$ cat config.mk
export PLATFORM = sky130hd
export DESIGN_NAME = neuron_delay_buffer
export DESIGN_NICKNAME = d
export VERILOG_FILES = /design/src/rtl/neuron_delay_buffer.sv
export SDC_FILE = /design/constraint.sdc
export NUM_CORES = 1
export LEC_CHECK = 0
export ABC_AREA = 1
export BUFFER_PORTS_ARGS = -buffer_cell sky130_fd_sc_hd__buf_2
export CAP_MARGIN = 20
export CORE_ASPECT_RATIO = 0.75
export CORE_MARGIN = 3
export CORE_UTILIZATION = 40
export CTS_CLUSTER_SIZE = 28
export DETAILED_ROUTE_END_ITERATION = 12
export GPL_ROUTABILITY_DRIVEN = 0
export PLACE_DENSITY = 0.55
export SKIP_CTS_REPAIR_TIMING = 1
export SLEW_MARGIN = 25
export SYNTH_ARGS = -nofsm -noshare
export SYNTH_HDL_FRONTEND = slang
export SYNTH_SLANG_ARGS = --single-unit
export TNS_END_PERCENT = 30
$ cat constraint.sdc
create_clock -name clk -period 2.5 [get_ports clk]
set_clock_uncertainty 0.2 [all_clocks]
set_input_delay 0.25 -clock clk [delete_from_list [all_inputs] [get_ports clk]]
set_output_delay 0.25 -clock clk [all_outputs]
set_load 0.1 [all_outputs]
$ cat src/rtl/neuron_delay_buffer.sv
// Signed delay line with runtime tap select (1..DEPTH cycles), stall, flush and occupancy count.
// Optional build macro NEURON_DELAY_BUFFER_ZERO_INVALID_EN forces out_data to 0 while out_valid is 0.
module neuron_delay_buffer #(
    parameter int WIDTH = 21,
    parameter int DEPTH = 8,
    parameter int SELW  = $clog2(DEPTH),
    parameter int OCCW  = $clog2(DEPTH + 1)
) (
    input  logic                    clk,
    input  logic                    rst_n,
    input  logic                    en,
    input  logic                    flush,
    input  logic signed [WIDTH-1:0] in_data,
    input  logic                    in_valid,
    input  logic [SELW-1:0]         dly_sel,
    output logic signed [WIDTH-1:0] out_data,
    output logic                    out_valid,
    output logic [OCCW-1:0]         occupancy
);

    logic signed [WIDTH-1:0] data_q [DEPTH];
    logic signed [WIDTH-1:0] data_d [DEPTH];
    logic [DEPTH-1:0]        vld_q;
    logic [DEPTH-1:0]        vld_d;
    logic [OCCW-1:0]         occ_q;
    logic [OCCW-1:0]         occ_d;
    logic [SELW-1:0]         tap;

    // Selects beyond the last stage (non power-of-2 DEPTH) land on the deepest stage.
    function automatic logic [SELW-1:0] clamp_tap(input logic [SELW-1:0] sel);
        if (int'(sel) > DEPTH - 1) begin
            return SELW'(DEPTH - 1);
        end
        return sel;
    endfunction

    always_comb begin
        data_d = data_q;
        vld_d  = vld_q;
        occ_d  = occ_q;
        if (flush) begin
            for (int i = 0; i < DEPTH; i++) begin
                data_d[i] = '0;
            end
            vld_d = '0;
            occ_d = '0;
        end else if (en) begin
            data_d[0] = in_data;
            vld_d[0]  = in_valid;
            for (int i = 1; i < DEPTH; i++) begin
                data_d[i] = data_q[i-1];
                vld_d[i]  = vld_q[i-1];
            end
            occ_d = occ_q + OCCW'(in_valid) - OCCW'(vld_q[DEPTH-1]);
        end
    end

    always_ff @(posedge clk or negedge rst_n) begin
        if (!rst_n) begin
            for (int i = 0; i < DEPTH; i++) begin
                data_q[i] <= '0;
            end
            vld_q <= '0;
            occ_q <= '0;
        end else begin
            data_q <= data_d;
            vld_q  <= vld_d;
            occ_q  <= occ_d;
        end
    end

    // Output tap is purely combinational so a dly_sel change retaps in the same cycle.
    always_comb begin
        tap       = clamp_tap(dly_sel);
        out_valid = vld_q[tap];
`ifdef NEURON_DELAY_BUFFER_ZERO_INVALID_EN
        out_data  = vld_q[tap] ? data_q[tap] : '0;
`else
        out_data  = data_q[tap];
`endif
    end

    assign occupancy = occ_q;

endmodule

== Yosys cells after proc, flatten, opt, wreduce, memory -nomap -nowiden ==
Cells that the tools add are included.

* Bitwise operators: 1
* Mux-type cells: 11
* Reduce and logical (&&, ||, !) cells: 1
* $lt $le $gt $ge: 2
* Equal/unequal tests: 0
* $mul: 0
* Div/mod/pow operators: 0
* Shifts and indexed selects: 0
* $add $sub $neg: 2

{| class="wikitable"
|+ Operators by type and width
! operator !! number
|-
| two-way mux 168 bit || 2
|-
| binary-select mux 21 bit (select 3 bit) || 1
|-
| two-way mux 21 bit || 2
|-
| two-way mux 8 bit || 2
|-
| two-way mux 4 bit || 2
|-
| adder 4 x 1 -> 4 bit || 1
|-
| greater-or-equal comparator 4 bit, second input constant || 1
|-
| < comparator 3 x 4 -> 1 bit, second input constant || 1
|-
| inverter 3 -> 4 bit || 1
|-
| subtractor 4 x 1 -> 4 bit || 1
|-
| binary-select mux 1 bit (select 3 bit) || 1
|-
| nonzero test 2 bit || 1
|-
| two-way mux 1 bit || 1
|}

* Bits in writable memories: 0
* Input bits: 29
* Latch bits: 0
* ROM bits: 0
* Memories: 0
* Output and inout port bits: 26
* Word-level logic and storage cells: 27
* Flip-flop bits (word level): 180

== Longest topological paths before layout ==
Gate-level depths: netlist of run 1.

* Depth after elaboration: 4
* Depth in mapped cells: 10
* Depth with buffers taken out: 10

== Worst setup path after synthesis of run 1 ==
No wires, ideal clock.

* Kind: reg-to-reg
* Start point: reg occ_q[0] (netlist: occupancy[0])
* End point: reg occ_q[2] (netlist: occupancy[2])
* Path buffers: 0
* Arrival: 2181 ps
* Cell stages (with the launch flop): 8
* Period minus slack after synthesis: 2510 ps
* Slack: -10 ps
* Data required time: 2171 ps
* Setup time: 129 ps
* Cell sequence: dfrtp_1 -> inv_1 -> ha_1 -> inv_1 -> ha_1 -> fa_1 -> xnor2_1 -> o22ai_1

* Longest elaborated chain between the ends: 4

{| class="wikitable"
|+ RTL lines
! item !! line !! RTL
|-
| start, declared || 25 || <nowiki>logic [OCCW-1:0] occ_q;</nowiki>
|-
| start signal, assigned || 64 || <nowiki>occ_q <= '0;</nowiki>
|-
| start signal, assigned || 68 || <nowiki>occ_q <= occ_d;</nowiki>
|-
| adder 4 x 1 -> 4 bit || 54 || <nowiki>occ_d = occ_q + OCCW'(in_valid) - OCCW'(vld_q[DEPTH-1]);</nowiki>
|-
| subtractor 4 x 1 -> 4 bit || 54 ||
|-
| two-way mux 4 bit || 47 || <nowiki>end else if (en) begin</nowiki>
|-
| two-way mux 4 bit || 41 || <nowiki>if (flush) begin</nowiki>
|}

Every way passes these cells. The select of a mux whose other input is x is not followed.
A chain may end at the register's enable or synchronous reset.

== Worst setup path after layout of run 1 ==
* Start point: in dly_sel[1]
* End point: out out_data[2]

* Longest elaborated chain between the ends: 4

{| class="wikitable"
|+ RTL lines
! item !! line !! RTL
|-
| start, declared || 15 || <nowiki>input logic [SELW-1:0] dly_sel,</nowiki>
|-
| inverter 3 -> 4 bit (not written as such) || 79 || <nowiki>out_data = data_q[tap];</nowiki>
|-
| binary-select mux 21 bit (select 3 bit) || 79 ||
|-
| two-way mux 21 bit (not written as such) (2 in series) || 79 ||
|-
| end, declared || 16 || <nowiki>output logic signed [WIDTH-1:0] out_data,</nowiki>
|}

Every way passes these cells. The select of a mux whose other input is x is not followed.

==> results of run 1 <==
## critical path, stage by stage
cell     delay, ns
buf_2         0.26
buf_4         0.35
o21ai_0       0.13
o21ai_0       0.16
nand2_1       0.06
nand2_1       0.17
buf_12        0.20
## logic make-up (layout without fill, tap and decap cells)
group / Yosys count / count (layout)
adder cells (fa/ha/maj): 5 / 5
XOR/XNOR: 1 / 1
buffers and inverters: 224 / 284
AND/OR/NAND/NOR: 414 / 414
AO/OA/AOI/OAI: 219 / 219
flip-flops: 180 / 180
## layout by cell type (no fill, tap or decap), types with 5 or more instances in the layout
master	n
clkbuf_16	17
nor2_1	21
buf_4	18
nand2_1	299
buf_2	31
dlygate4sd3_1	23
o22ai_1	114
inv_2	5
inv_1	145
o21ai_1	16
o21ai_0	89
buf_12	29
dfrtp_1	179
nand3_1	91
## registers in the layout, summed over array words and instances, names as in the netlist
name and count:
data_q 168, occupancy 4, vld_q 8
## layout make-up
cell class                 instances  area [um^2]
fill                            1978        10400
sequential                       180         4510
multi-input combinational        639         3000
timing repair buffer             102         1110
inverter                         150          563
clock buffer                      20          447
tap                              282          353
clock inverter                    12          153
## per-stage QoR
step	instances	area, um^2
after floorplan	1043	8460
after global placement	1330	9310
after detailed placement	1330	9310
after CTS	1362	9910
after global routing	1385	10100
final	1385	10100
## power groups by stage
stage                     Combinational [W]  Sequential, W  Clock [W]
after global routing                0.00115        0.00297    0.00298
after CTS                           0.00105        0.00297    0.00284
after detailed placement            0.00104        0.00302          0
after global placement              0.00104        0.00302          0
after floorplan                    0.000624        0.00306          0
final                               0.00106        0.00297    0.00279
## routing by layer
| metal | share of wire, % | vias to the layer above |
|---|---|---|
| met5 | 0 | - |
| li1 | - | 3469 |
| met2 | 46 | 138 |
| met4 | 1.2 | 0 |
| met3 | 3.7 | 18 |
| met1 | 49 | 3440 |
## path summary, 6_finish.rpt
check	endpoint	depth (start not counted)
max in group asynchronous	occupancy[0]	3
max reg2reg	occupancy[2]	6
min reg2reg	data_q[5]	2
min in group asynchronous	data_q[150]	2
max	out_data[2]	7
min	data_q[31]	4
==> impl_metrics.env, run 1 <==
export IMPL_worst_pin_slew_ns=0.554
export IMPL_first_pass_iters=5
export IMPL_fin_tns_setup_ns=0
export IMPL_wl_per_cell_um=15.9
export IMPL_worst_ir_drop_vdd_uv=479
export IMPL_ys_ff_latch=180
export IMPL_power_w=0.00682
export IMPL_r2r_setup_slack_ns=0.57
export IMPL_fp_dieH_um=132
export IMPL_synth_edf_count=0
export IMPL_synth_top_family_by_area="simple AND/OR/NAND/NOR gates"
export IMPL_drtIter0Drc=477
export IMPL_syn_inst=1043
export IMPL_crit_path_start_kind="input port"
export IMPL_clk_pin_slew_ns=0.07
export IMPL_htreeDepth=4
export IMPL_pwr_share_seq_pct=43.5
export IMPL_post_route_min_period_ns=2.04
export IMPL_antenna_found_initial=0
export IMPL_start_util_pct=41.3
export IMPL_num_rows=45
export IMPL_ys_seq_area_share_pct=53.3
export IMPL_post_place_ws_ns=0.465
export IMPL_crit_path_start="dly_sel[1]"
export IMPL_synth_compound_area_share_pct=14.6
export IMPL_whs_ns=0.0628
export IMPL_p_leak_nw=4.90
export IMPL_crit_required_ns=2.05
export IMPL_outcome="finished, final reports clean"
export IMPL_cap_violations=0
export IMPL_grt_max_degree=121
export IMPL_ioPinCount=55
export IMPL_syn_area_per_cell_um2=8.11
export IMPL_nNetsFinal=1124
export IMPL_clkPwrFrac_pct=40.9
export IMPL_cts_tree="done"
export IMPL_synthAdderAreaFrac_pct=0.828
export IMPL_synth_xor_area_share_pct=0.104
export IMPL_drv_slew=0
export IMPL_drt_total_wl_um=22000
export IMPL_diodes=0
export IMPL_synth_top_area_share_pct=53.3
export IMPL_port_buffers=54
export IMPL_core_area_um2=20500
export IMPL_clkSinkCount=180
export IMPL_postSynth_asyncResetShare_pct=100
export IMPL_hpwl_um=12900
export IMPL_ys_flop_type="dfrtp_1"
export IMPL_synth_warnings=0
export IMPL_drcViolationCount=0
export IMPL_p_sw_share_pct=28.4
export IMPL_yosysUniqueCellTypes=21
export IMPL_grt_busiest_layer="met2"
export IMPL_cts_root_buf="clkbuf_16"
export IMPL_crit_type="in2out"
export IMPL_synth_area_leaders="dfrtp_1 (53%), nand2_1 (13%), o22ai_1 (8.4%)"
export IMPL_worstSkewPairLatency_ns=0.43
export IMPL_hp_class="in2reg"
export IMPL_routed_via_density=5.10
export IMPL_min_delay_start="flush"
export IMPL_cp_data_arrival_time_ns=1.59
export IMPL_route_antenna_remaining_nets=0
export IMPL_cts_inserted_buffers=17
export IMPL_power_switching_w=0.00194
export IMPL_maxSlewHeadroom_pct=63.1
export IMPL_finalSetupViolations=0
export IMPL_internal_power_w=0.00488
export IMPL_critPathMaxFanout=21
export IMPL_ys_top_cells_by_count="nand2_1 (299), dfrtp_1 (180), inv_1 (145)"
export IMPL_fin_util_pct=49.5
export IMPL_synth_simple_area_share_pct=19.9
export IMPL_r2r_start="vld_q[7]"
export IMPL_grtUsageMet3_pct=4.00
export IMPL_overflow=0
export IMPL_vias=7065
export IMPL_synth_area_um2=8460
export IMPL_die_area_um2=22900
export IMPL_clockBufferDepth=2
export IMPL_grt_pass1_wl_um=37000
export IMPL_grt_util_met1_pct=28.0
export IMPL_die_w_um=174
export IMPL_synthMuxAreaShare_pct=0
export IMPL_cp_end_kind="output port"
export IMPL_rsz0062_at_grt="false"
export IMPL_p_comb_share_pct=15.6
export IMPL_synth_most_common_cell="nand2_1"
export IMPL_setup_ws_ns=0.455
export IMPL_grt_use_total_pct=19.7
export IMPL_timing_final_crit_share_pct=81.8
export IMPL_first_global_vias=6952
export IMPL_grtUsageMet2_pct=31.1
export IMPL_hold_violations=0
export IMPL_synth_fp_nets=1077
export IMPL_drive_above_1_share_pct=10.7
export IMPL_synth_top_cell_by_area="dfrtp_1"
export IMPL_fmax_ghz=0.489
export IMPL_powerDensity_nw_per_um2=673
export IMPL_syn2layout_area_growth_pct=19.9
(Power assumes the default switching activity.)
==> inputs of run 2 (changes only) <==
==> constraint.sdc (replaced) <==
create_clock -name clk -period 1.95 [get_ports clk]
set_clock_uncertainty 0.2 [all_clocks]
set_input_delay 0.195 -clock clk [delete_from_list [all_inputs] [get_ports clk]]
set_output_delay 0.195 -clock clk [all_outputs]
set_load 0.1 [all_outputs]
==> run 2 against run 1 <==
Net effect:
- register-to-register slack lost 0.43 ns
- sequential share of layout area shrank 0.64 points
- total power grew 28%
- critical path depth is the same
- critical endpoint is now out_data[0]
- sequential power grew 28%
- combinational power grew 32%
- utilization grew 0.78 points
- routed wire length grew 1.2%
- global-route usage grew 0.26 points
==> impl_metrics.env, run 2 (synthesis results as in run 1) <==
export IMPL_outcome="finished, final reports clean"
export IMPL_cp_data_arrival_time_ns=1.50
export IMPL_route_antenna_remaining_nets=0
export IMPL_worstSkewPairLatency_ns=0.43
export IMPL_drcViolationCount=0
export IMPL_clockBufferDepth=2
export IMPL_crit_type="reg2out"
export IMPL_grt_max_degree=140
export IMPL_drt_total_wl_um=22300
export IMPL_wl_per_cell_um=16.1
export IMPL_post_place_ws_ns=0.132
export IMPL_post_route_min_period_ns=1.90
export IMPL_start_util_pct=41.3
export IMPL_crit_path_start_kind="flip-flop"
export IMPL_rsz0062_at_grt="true"
export IMPL_critPathMaxFanout=3
export IMPL_path_cells="inv_1, nand2_1, nand3_1, nand2_1, nand2_1, nand2_2, buf_12"
export IMPL_regMostFlops="data_q"
export IMPL_worst_path_dominant_cell_family="simple AND/OR/NAND/NOR gates"
export IMPL_cap_violations=0
export IMPL_diodes=0
export IMPL_cp_common_cell="nand2_1"
export IMPL_hold_violations=0
export IMPL_cts_inserted_buffers=17
export IMPL_dp_cells=1328
export IMPL_p_leak_nw=4.93
export IMPL_vias=7156
export IMPL_worst_ir_drop_vdd_uv=536
export IMPL_hp_class="in2async"
export IMPL_slowest_delay_ns=0.37
export IMPL_layout_commonest_cell="nand2_1"
export IMPL_fp_dieH_um=132
export IMPL_timing_final_crit_share_pct=97.4
export IMPL_port_buffers=54
export IMPL_clkSinkCount=180
export IMPL_first_pass_iters=5
export IMPL_hpwl_um=13000
export IMPL_die_w_um=174
export IMPL_antenna_found_initial=0
export IMPL_cts_root_buf="clkbuf_16"
export IMPL_clk_pin_slew_ns=0.07
export IMPL_ioPinCount=55
export IMPL_num_rows=45
export IMPL_routed_via_density=5.16
export IMPL_htreeDepth=4
export IMPL_instances_no_fill=1386
export IMPL_mostFrequentLayoutCells="nand2_1 (282), dfrtp_1 (177), inv_1 (129)"
export IMPL_die_area_um2=22900
export IMPL_first_global_vias=7139
export IMPL_setup_ws_ns=0.0501
export IMPL_maxSlewHeadroom_pct=30.2
export IMPL_overflow=0
export IMPL_nNetsFinal=1125
export IMPL_finalSetupViolations=0
export IMPL_largest_reg_flops=168
export IMPL_worst_pin_slew_ns=1.05
export IMPL_cp_num_buf_inv=2
export IMPL_cp_end_kind="output port"
export IMPL_core_area_um2=20500
export IMPL_grt_pass1_wl_um=37100
export IMPL_powerDensity_nw_per_um2=849
export IMPL_syn2layout_area_growth_pct=21.7
export IMPL_drtIter0Drc=490
export IMPL_crit_required_ns=1.55
export IMPL_grt_use_total_pct=19.9
export IMPL_crit_slowest_cell="dfrtp_1"
export IMPL_fmax_ghz=0.526
export IMPL_drv_slew=0
export IMPL_drive_above_1_share_pct=14.7
export IMPL_cts_tree="done"
[run 2: cell count changes in the layout (fill, tap and decap cells not counted), moves of 4 or more]
cell      before  now
buf_12        29   34
buf_4         18   14
clkinv_4       1    5
inv_1        145  129
inv_2          5   21
nand2_1      299  282
nand2_2        0   17
[run 2: stage by stage]
| step | area, um^2 | setup TNS [ns] | power (W) | utilization, % | hold slack [ns] |
|---|---|---|---|---|---|
| floorplan | 8490 | -0.0882 | 0.00472 | - | -0.301 |
| global placement | 9390 | 0 | 0.00524 | 45.8 | -0.0635 |
| detailed placement | 9390 | 0 | 0.00524 | 45.8 | -0.0662 |
| CTS | 9990 | 0 | 0.00877 | 48.7 | -0.531 |
| global route | 10300 | -0.00998 | 0.00907 | 50.2 | 0.0827 |
| finish | 10300 | 0 | 0.00874 | 50.2 | 0.0429 |
[run 2: area by class of cell]
| cell class | count | area, um^2 |
|---|---|---|
| inverter | 150 | 563 |
| multi-input combinational | 639 | 3090 |
| tap | 282 | 353 |
| timing repair buffer | 103 | 1180 |
| sequential | 180 | 4510 |
| fill | 1960 | 10200 |
| clock buffer | 19 | 453 |
| clock inverter | 13 | 148 |
[run 2: metal layers]
metal	up-vias	GRT usage, %	wire length, um
li1	3467	-	-
met4	0	7.01	516
met5	-	0	0
met3	42	4.06	809
met1	3504	27.5	10600
met2	143	31.4	10400
[run 2: path summary, 6_finish.rpt]
check,startpoint,endpoint,slack (ns),cells after the start
setup / recovery,data_q[84],out_data[0],0.05,7
hold / removal,rst_n,data_q[133],0.04,2
setup reg to reg,occupancy[0],occupancy[1],0.14,7
hold reg to reg,data_q[8],data_q[8],0.29,2
max in group asynchronous,rst_n,data_q[2],0.88,3
min in group clk,en,data_q[20],0.17,4
[run 2: where the power goes]
group	leakage (nW)	internal, W	switching [W]
clock network	0.294	0.00198	0.00155
logic	2.14	0.000434	0.000970
registers	2.49	0.00379	0.0000183
